===== src/rtl/keypad_pkg.sv =====
// -----------------------------------------------------------------------------
// keypad_pkg
// Shared key map for the 4x4 matrix keypad. Used by the keypad emulator and by
// the scanner so both sides agree on which (row, col) pair each key occupies.
//
// Layout (row/col encodings are one-hot, MSB = row0 / col0):
//             col0  col1  col2  col3
//   row0       1     2     3     A
//   row1       4     5     6     B
//   row2       7     8     9     C
//   row3       *     0     #     D
//
// Contents:
//   kp_state_e      emulator FSM states
//   KEY_*           4-bit key codes (0x0-0x9 digits, 0xA-0xD letters, 0xE '*', 0xF '#')
//   ROW_* / COL_*   one-hot row/column encodings
//   rowcol_t        packed {row, col} pair
//   key_to_rowcol   key code -> {row, col}
// -----------------------------------------------------------------------------
package keypad_pkg;

  typedef enum logic [1:0] {
    ST_IDLE    = 2'd0,
    ST_PRESS   = 2'd1,
    ST_RELEASE = 2'd2
  } kp_state_e;

  localparam logic [3:0] KEY_0    = 4'h0;
  localparam logic [3:0] KEY_1    = 4'h1;
  localparam logic [3:0] KEY_2    = 4'h2;
  localparam logic [3:0] KEY_3    = 4'h3;
  localparam logic [3:0] KEY_4    = 4'h4;
  localparam logic [3:0] KEY_5    = 4'h5;
  localparam logic [3:0] KEY_6    = 4'h6;
  localparam logic [3:0] KEY_7    = 4'h7;
  localparam logic [3:0] KEY_8    = 4'h8;
  localparam logic [3:0] KEY_9    = 4'h9;
  localparam logic [3:0] KEY_A    = 4'hA;
  localparam logic [3:0] KEY_B    = 4'hB;
  localparam logic [3:0] KEY_C    = 4'hC;
  localparam logic [3:0] KEY_D    = 4'hD;
  localparam logic [3:0] KEY_STAR = 4'hE;
  localparam logic [3:0] KEY_HASH = 4'hF;

  localparam logic [3:0] ROW_0 = 4'b1000;
  localparam logic [3:0] ROW_1 = 4'b0100;
  localparam logic [3:0] ROW_2 = 4'b0010;
  localparam logic [3:0] ROW_3 = 4'b0001;

  localparam logic [3:0] COL_0 = 4'b1000;
  localparam logic [3:0] COL_1 = 4'b0100;
  localparam logic [3:0] COL_2 = 4'b0010;
  localparam logic [3:0] COL_3 = 4'b0001;

  typedef struct packed {
    logic [3:0] row;
    logic [3:0] col;
  } rowcol_t;

  function automatic rowcol_t key_to_rowcol(input logic [3:0] key_code);
    rowcol_t rc;
    rc.row = ROW_3;
    rc.col = COL_3;
    case (key_code)
      KEY_1:    begin rc.row = ROW_0; rc.col = COL_0; end
      KEY_2:    begin rc.row = ROW_0; rc.col = COL_1; end
      KEY_3:    begin rc.row = ROW_0; rc.col = COL_2; end
      KEY_A:    begin rc.row = ROW_0; rc.col = COL_3; end
      KEY_4:    begin rc.row = ROW_1; rc.col = COL_0; end
      KEY_5:    begin rc.row = ROW_1; rc.col = COL_1; end
      KEY_6:    begin rc.row = ROW_1; rc.col = COL_2; end
      KEY_B:    begin rc.row = ROW_1; rc.col = COL_3; end
      KEY_7:    begin rc.row = ROW_2; rc.col = COL_0; end
      KEY_8:    begin rc.row = ROW_2; rc.col = COL_1; end
      KEY_9:    begin rc.row = ROW_2; rc.col = COL_2; end
      KEY_C:    begin rc.row = ROW_2; rc.col = COL_3; end
      KEY_STAR: begin rc.row = ROW_3; rc.col = COL_0; end
      KEY_0:    begin rc.row = ROW_3; rc.col = COL_1; end
      KEY_HASH: begin rc.row = ROW_3; rc.col = COL_2; end
      default:  begin rc.row = ROW_3; rc.col = COL_3; end  // KEY_D
    endcase
    return rc;
  endfunction

endpackage


===== src/rtl/keypad_emulator.sv =====
// -----------------------------------------------------------------------------
// keypad_emulator
// Emulates a human pressing one key of a 4x4 matrix keypad in front of a
// column-scanning controller. A requested key is held down until the scanner
// has seen it HOLD_MATCHES times (or TIMEOUT_CYCLES have elapsed), then the
// key is released for GAP_CYCLES before another request is taken.
//
// Parameters:
//   HOLD_MATCHES    column-match cycles the key stays pressed
//   GAP_CYCLES      release cycles after each key
//   TIMEOUT_CYCLES  maximum cycles spent in PRESS
//
// Ports:
//   clk        system clock, rising edge
//   rst        asynchronous reset, active low
//   en         enable; low freezes FSM/counters and forces row to 0000
//   key_valid  key request strobe
//   key_code   key to press (see keypad_pkg)
//   key_ready  request can be taken this cycle (IDLE and en)
//   col        one-hot column drive from the scanner
//   row        emulated row sense (combinational from col)
//   busy       FSM is not IDLE
//   done       one-cycle pulse: hold count completed, leaving PRESS
//   timeout    one-cycle pulse: timeout expired, leaving PRESS
// -----------------------------------------------------------------------------
module keypad_emulator
  import keypad_pkg::*;
#(
  parameter int HOLD_MATCHES   = 2,
  parameter int GAP_CYCLES     = 4,
  parameter int TIMEOUT_CYCLES = 64
) (
  input  logic       clk,
  input  logic       rst,
  input  logic       en,
  input  logic       key_valid,
  input  logic [3:0] key_code,
  output logic       key_ready,
  input  logic [3:0] col,
  output logic [3:0] row,
  output logic       busy,
  output logic       done,
  output logic       timeout
);

  localparam int MATCH_W = $clog2(HOLD_MATCHES + 1);
  // The cycle counter times the PRESS timeout and, after being cleared, the
  // RELEASE gap, so it is sized for whichever of the two is larger.
  localparam int CNT_MAX = (TIMEOUT_CYCLES > GAP_CYCLES) ? TIMEOUT_CYCLES : GAP_CYCLES;
  localparam int CNT_W   = $clog2(CNT_MAX + 1);

  // Compare against "last value before the limit" so the transition happens
  // on the cycle the count would reach the limit.
  localparam logic [MATCH_W-1:0] HOLD_LAST = MATCH_W'(HOLD_MATCHES - 1);
  localparam logic [CNT_W-1:0]   TMO_LAST  = CNT_W'(TIMEOUT_CYCLES - 1);
  localparam logic [CNT_W-1:0]   GAP_LAST  = CNT_W'(GAP_CYCLES - 1);

  // With no gap configured the key goes straight back to IDLE.
  localparam kp_state_e AFTER_PRESS = (GAP_CYCLES == 0) ? ST_IDLE : ST_RELEASE;

  kp_state_e          state_reg,      state_next;
  logic [MATCH_W-1:0] match_cnt_reg,  match_cnt_next;
  logic [CNT_W-1:0]   tmo_cnt_reg,    tmo_cnt_next;
  logic [3:0]         target_row_reg, target_row_next;
  logic [3:0]         target_col_reg, target_col_next;

  logic    col_match;
  logic    hold_hit;
  logic    tmo_hit;
  logic    done_int;
  logic    timeout_int;
  rowcol_t decoded;

  assign decoded = key_to_rowcol(key_code);

  // target_col is always one-hot while in PRESS, so equality alone already
  // rejects non-one-hot columns; the zero test keeps that true even for the
  // all-zero column bus.
  assign col_match = (state_reg == ST_PRESS) && (col == target_col_reg) && (col != 4'b0000);
  assign hold_hit  = col_match && (match_cnt_reg == HOLD_LAST);
  assign tmo_hit   = (tmo_cnt_reg == TMO_LAST);

  assign row       = (col_match && en) ? target_row_reg : 4'b0000;
  assign key_ready = (state_reg == ST_IDLE) && en;
  assign busy      = (state_reg != ST_IDLE);
  assign done      = done_int;
  assign timeout   = timeout_int;

  // State register
  always_ff @(posedge clk or negedge rst) begin
    if (!rst) begin
      state_reg      <= ST_IDLE;
      match_cnt_reg  <= '0;
      tmo_cnt_reg    <= '0;
      target_row_reg <= 4'b0000;
      target_col_reg <= 4'b0000;
    end else begin
      state_reg      <= state_next;
      match_cnt_reg  <= match_cnt_next;
      tmo_cnt_reg    <= tmo_cnt_next;
      target_row_reg <= target_row_next;
      target_col_reg <= target_col_next;
    end
  end

  // Next-state and pulse outputs. Everything holds while en is low.
  always_comb begin
    state_next      = state_reg;
    match_cnt_next  = match_cnt_reg;
    tmo_cnt_next    = tmo_cnt_reg;
    target_row_next = target_row_reg;
    target_col_next = target_col_reg;
    done_int        = 1'b0;
    timeout_int     = 1'b0;

    if (en) begin
      case (state_reg)
        ST_IDLE: begin
          if (key_valid) begin
            target_row_next = decoded.row;
            target_col_next = decoded.col;
            match_cnt_next  = '0;
            tmo_cnt_next    = '0;
            state_next      = ST_PRESS;
          end
        end

        ST_PRESS: begin
          // Hold completion is checked first so it wins over a
          // simultaneous timeout.
          if (hold_hit) begin
            done_int       = 1'b1;
            match_cnt_next = '0;
            tmo_cnt_next   = '0;
            state_next     = AFTER_PRESS;
          end else if (tmo_hit) begin
            timeout_int    = 1'b1;
            match_cnt_next = '0;
            tmo_cnt_next   = '0;
            state_next     = AFTER_PRESS;
          end else begin
            if (col_match) begin
              match_cnt_next = match_cnt_reg + MATCH_W'(1);
            end
            tmo_cnt_next = tmo_cnt_reg + CNT_W'(1);
          end
        end

        ST_RELEASE: begin
          if (tmo_cnt_reg == GAP_LAST) begin
            tmo_cnt_next = '0;
            state_next   = ST_IDLE;
          end else begin
            tmo_cnt_next = tmo_cnt_reg + CNT_W'(1);
          end
        end

        default: begin
          state_next = ST_IDLE;
        end
      endcase
    end
  end

endmodule


===== config.mk =====
export PLATFORM = sky130hd
export DESIGN_NAME = keypad_emulator
export DESIGN_NICKNAME = d
export VERILOG_FILES = /design/src/rtl/keypad_pkg.sv /design/src/rtl/keypad_emulator.sv
export SDC_FILE = /design/constraint.sdc
export NUM_CORES = 1
export LEC_CHECK = 0
export BUFFER_PORTS_ARGS = -buffer_cell sky130_fd_sc_hd__buf_2
export CAP_MARGIN = 20
export CELL_PAD_IN_SITES_DETAIL_PLACEMENT = 0
export CELL_PAD_IN_SITES_GLOBAL_PLACEMENT = 1
export CORE_UTILIZATION = 46
export DETAILED_ROUTE_END_ITERATION = 10
export GPL_TIMING_DRIVEN = 1
export PLACE_DENSITY = 0.91
export SYNTH_ARGS = -nofsm -noshare
export SYNTH_HDL_FRONTEND = slang
export SYNTH_SLANG_ARGS = --single-unit

===== constraint.sdc =====
create_clock -name clk -period 5.8 [get_ports clk]
set_clock_uncertainty 0.05 [all_clocks]
set_input_delay 0 -clock clk [delete_from_list [all_inputs] [get_ports clk]]
set_output_delay 0 -clock clk [all_outputs]
set_load 0.1 [all_outputs]

==> reports/metrics.cfg <==
[worst_setup_path]
crit_type = reg -> out
critical_path.endpoint = timeout
end_kind = primary output
r2r-end = tmo_cnt_reg[2]
cp_slowest_cell = buf_2
r2r-start = tmo_cnt_reg[0]
reg2reg_setup_slack_ns = 3.61
critPathLaunch = tmo_cnt_reg[0]
worstRegToRegCells = 6
cp_max_fo = 5
cp_data_arrival_time_ns = 2.19
crit_chain = ha_1, nand3_2, or3_4, nor3b_1, buf_2
startpoint_type = flip-flop
crit_required_ns = 5.75
slowest_delay_ns = 0.47

[synth]
seq_area_frac_synth = 0.357
yosysWarnings = 0
synth_cells = 147
syn_area_per_cell_um2 = 9.06
ys_ff_latch = 19
ys.flop_type = dfrtp_1
synthesis.nets = 169
yosysUniqueCellTypes = 40
synth_edf_count = 0
syn-cell-area_um2 = 1330
async_flop_share = 1.00

[floorplan]
io_pins = 20
die_y_um = 55.8
rows = 19
dieArea_um2 = 3120
coreArea_um2 = 2760
start_util = 0.483
die_w_um = 55.8

[clocking]
post_cts_resized = 0
numCtsBuffers = 3
cts_setup_buffers = 0
root_buffer = clkbuf_4
clockBufferDepth = 2
clk_pin_slew_worst_paths_ns = 0.12
clock_sinks = 19
cts_hold_buf = 2
tritoncts = yes
cts-htree-levels = 1
clkLatencyLatePin_ns = 0.30

[routing]
routed_wl_um = 2600
drtAntennaViolNets = 0
drc = 0
viasPerCell = 5.67
wire_per_inst_um = 13.2
via_count = 1122
first_pass_iters = 4
drtIter0Drc = 32

[sta]
drv_slew = 0
setup_viol = 0
setup_tns_ns = 0
fmax_mhz = 446
min_period_over_period = 0.387
hold_viol_final = 0
min_period_ns = 2.24
rsz0062_at_grt = false
relSlewSlack = 0.565
worstMarginPinSlew_ns = 0.645
fin_ws_ns = 3.56

[cells_and_area]
num_antenna_cells = 0
finalNetCount = 190
area_growth_pct = 11.6
largest_reg_flops = 7
drive_gt1_frac = 0.192
final_cell_mix = buf_2 (19), dfrtp_1 (19), nand2_1 (12), o21ai_0 (11)
fillers = 256
multi_input_area_um2 = 793
regArea_um2 = 475

[global_routing]
grt_pass1_vias = 1072
track_usage = 0.187
grt-ovfl-total = 0
antenna_found_initial = 0
grt_start_max_net_pins = 20
grt_first_pass_wirelength_um = 4610

[job]
cap_viol_max_count = 0

[power]
leakage_uw = 0.000720
powerDensity_nw_per_um2 = 297
max-vdd-ir-drop_mv = 0.275

[hold_path]
hp-start = key_code[1]
holdCritPathClass = in -> reg

[place]
dp_hpwl_um = 2040
io_buffers = 19
gp_congestion = 0.825
pre_cts_ws_ns = 3.64

[outcome]
outcome = finished, final reports clean

==> cells by family (layout without fill, tap and decap cells) <==
group / Yosys count / after routing / share of synthesized area
muxes: 8 / 8 / 0.0620
buffers and inverters: 15 / 35 / 0.0479
adders and majority gates: 10 / 10 / 0.0939
xor gates and xnor gates: 6 / 6 / 0.0394
AOI/OAI and AO/OA: 34 / 34 / 0.177
DFF: 19 / 19 / 0.357
and+or+nand+nor: 55 / 55 / 0.223
==> layout make-up <==
class / count / share of cell area
flip-flops and latches: 19 / 0.320
inverters: 10 / 0.0252
repair buffers: 21 / 0.0774
multi-input cells: 113 / 0.533
well taps: 31 / 0.0261
clock buffers: 3 / 0.0151
clock inverters: 1 / 0.00336
==> worst min path at each step <==
stage / to / depth (start not counted) / slack (ns)
after CTS: target_row_reg[3] / 2 / 0.01
after detailed placement: match_cnt_reg[0] / 1 / -0.08
final: target_col_reg[0] / 4 / 0.01
after floorplan: match_cnt_reg[0] / 0 / -0.35
after global routing: target_row_reg[3] / 2 / 0.05
after global placement: match_cnt_reg[1] / 1 / -0.09
==> power by group <==
part / switching (uW) / internal (uW)
clock network: 43.2 / 25.7
registers: 21.8 / 163
logic: 125 / 63.2
total: 190 / 252
==> routing by layer <==
layer | track usage | vias up | wire length (um)
li1 | - | 556 | -
met1 | 0.218 | 539 | 1160
met2 | 0.339 | 23 | 1310
met3 | 0.0279 | 4 | 85
met4 | 0.0836 | 0 | 48
met5 | 0 | - | 0
==> critical path, delay by kind of cell, from the launching register on <==
kind / cells / cell delay [ns]
and+or+nand+nor: 3 / 0.73
buffers and inverters: 1 / 0.47
DFF: 1 / 0.42
adders and majority gates: 1 / 0.27
==> stage by stage <==
stage	util	cells	hold WS (ns)	area [um^2]	total power (uW)
floorplan	-	147	-0.346	1330	343
global placement	0.522	192	-0.0890	1440	370
finish	0.539	198	0.0150	1490	442
CTS	0.539	198	0.00968	1490	446
global route	0.539	198	0.0468	1490	475
detailed placement	0.522	192	-0.0797	1440	376
==> synthesized netlist by cell type, drive strengths merged (2+ instances only) <==
| library cell | number | share of area |
|---|---|---|
| a311oi | 2 | 0.026 |
| nand2b | 4 | 0.019 |
| a21oi | 5 | 0.019 |
| mux2 | 2 | 0.017 |
| buf | 3 | 0.014 |
| xor2 | 5 | 0.033 |
| nor3b | 2 | 0.011 |
| nand3 | 4 | 0.019 |
| nor3 | 6 | 0.023 |
| ha | 10 | 0.094 |
| clkbuf | 2 | 0.0056 |
| o21ai | 11 | 0.041 |
| and2 | 8 | 0.039 |
| a211oi | 4 | 0.023 |
| nor4 | 2 | 0.0094 |
| dfrtp | 19 | 0.36 |
| nor2 | 9 | 0.025 |
| inv | 10 | 0.028 |
| and3 | 5 | 0.025 |
| mux2i | 6 | 0.045 |
| a31oi | 4 | 0.019 |
| nand2 | 12 | 0.034 |
Note: power is estimated with default switching activity, not from simulation.
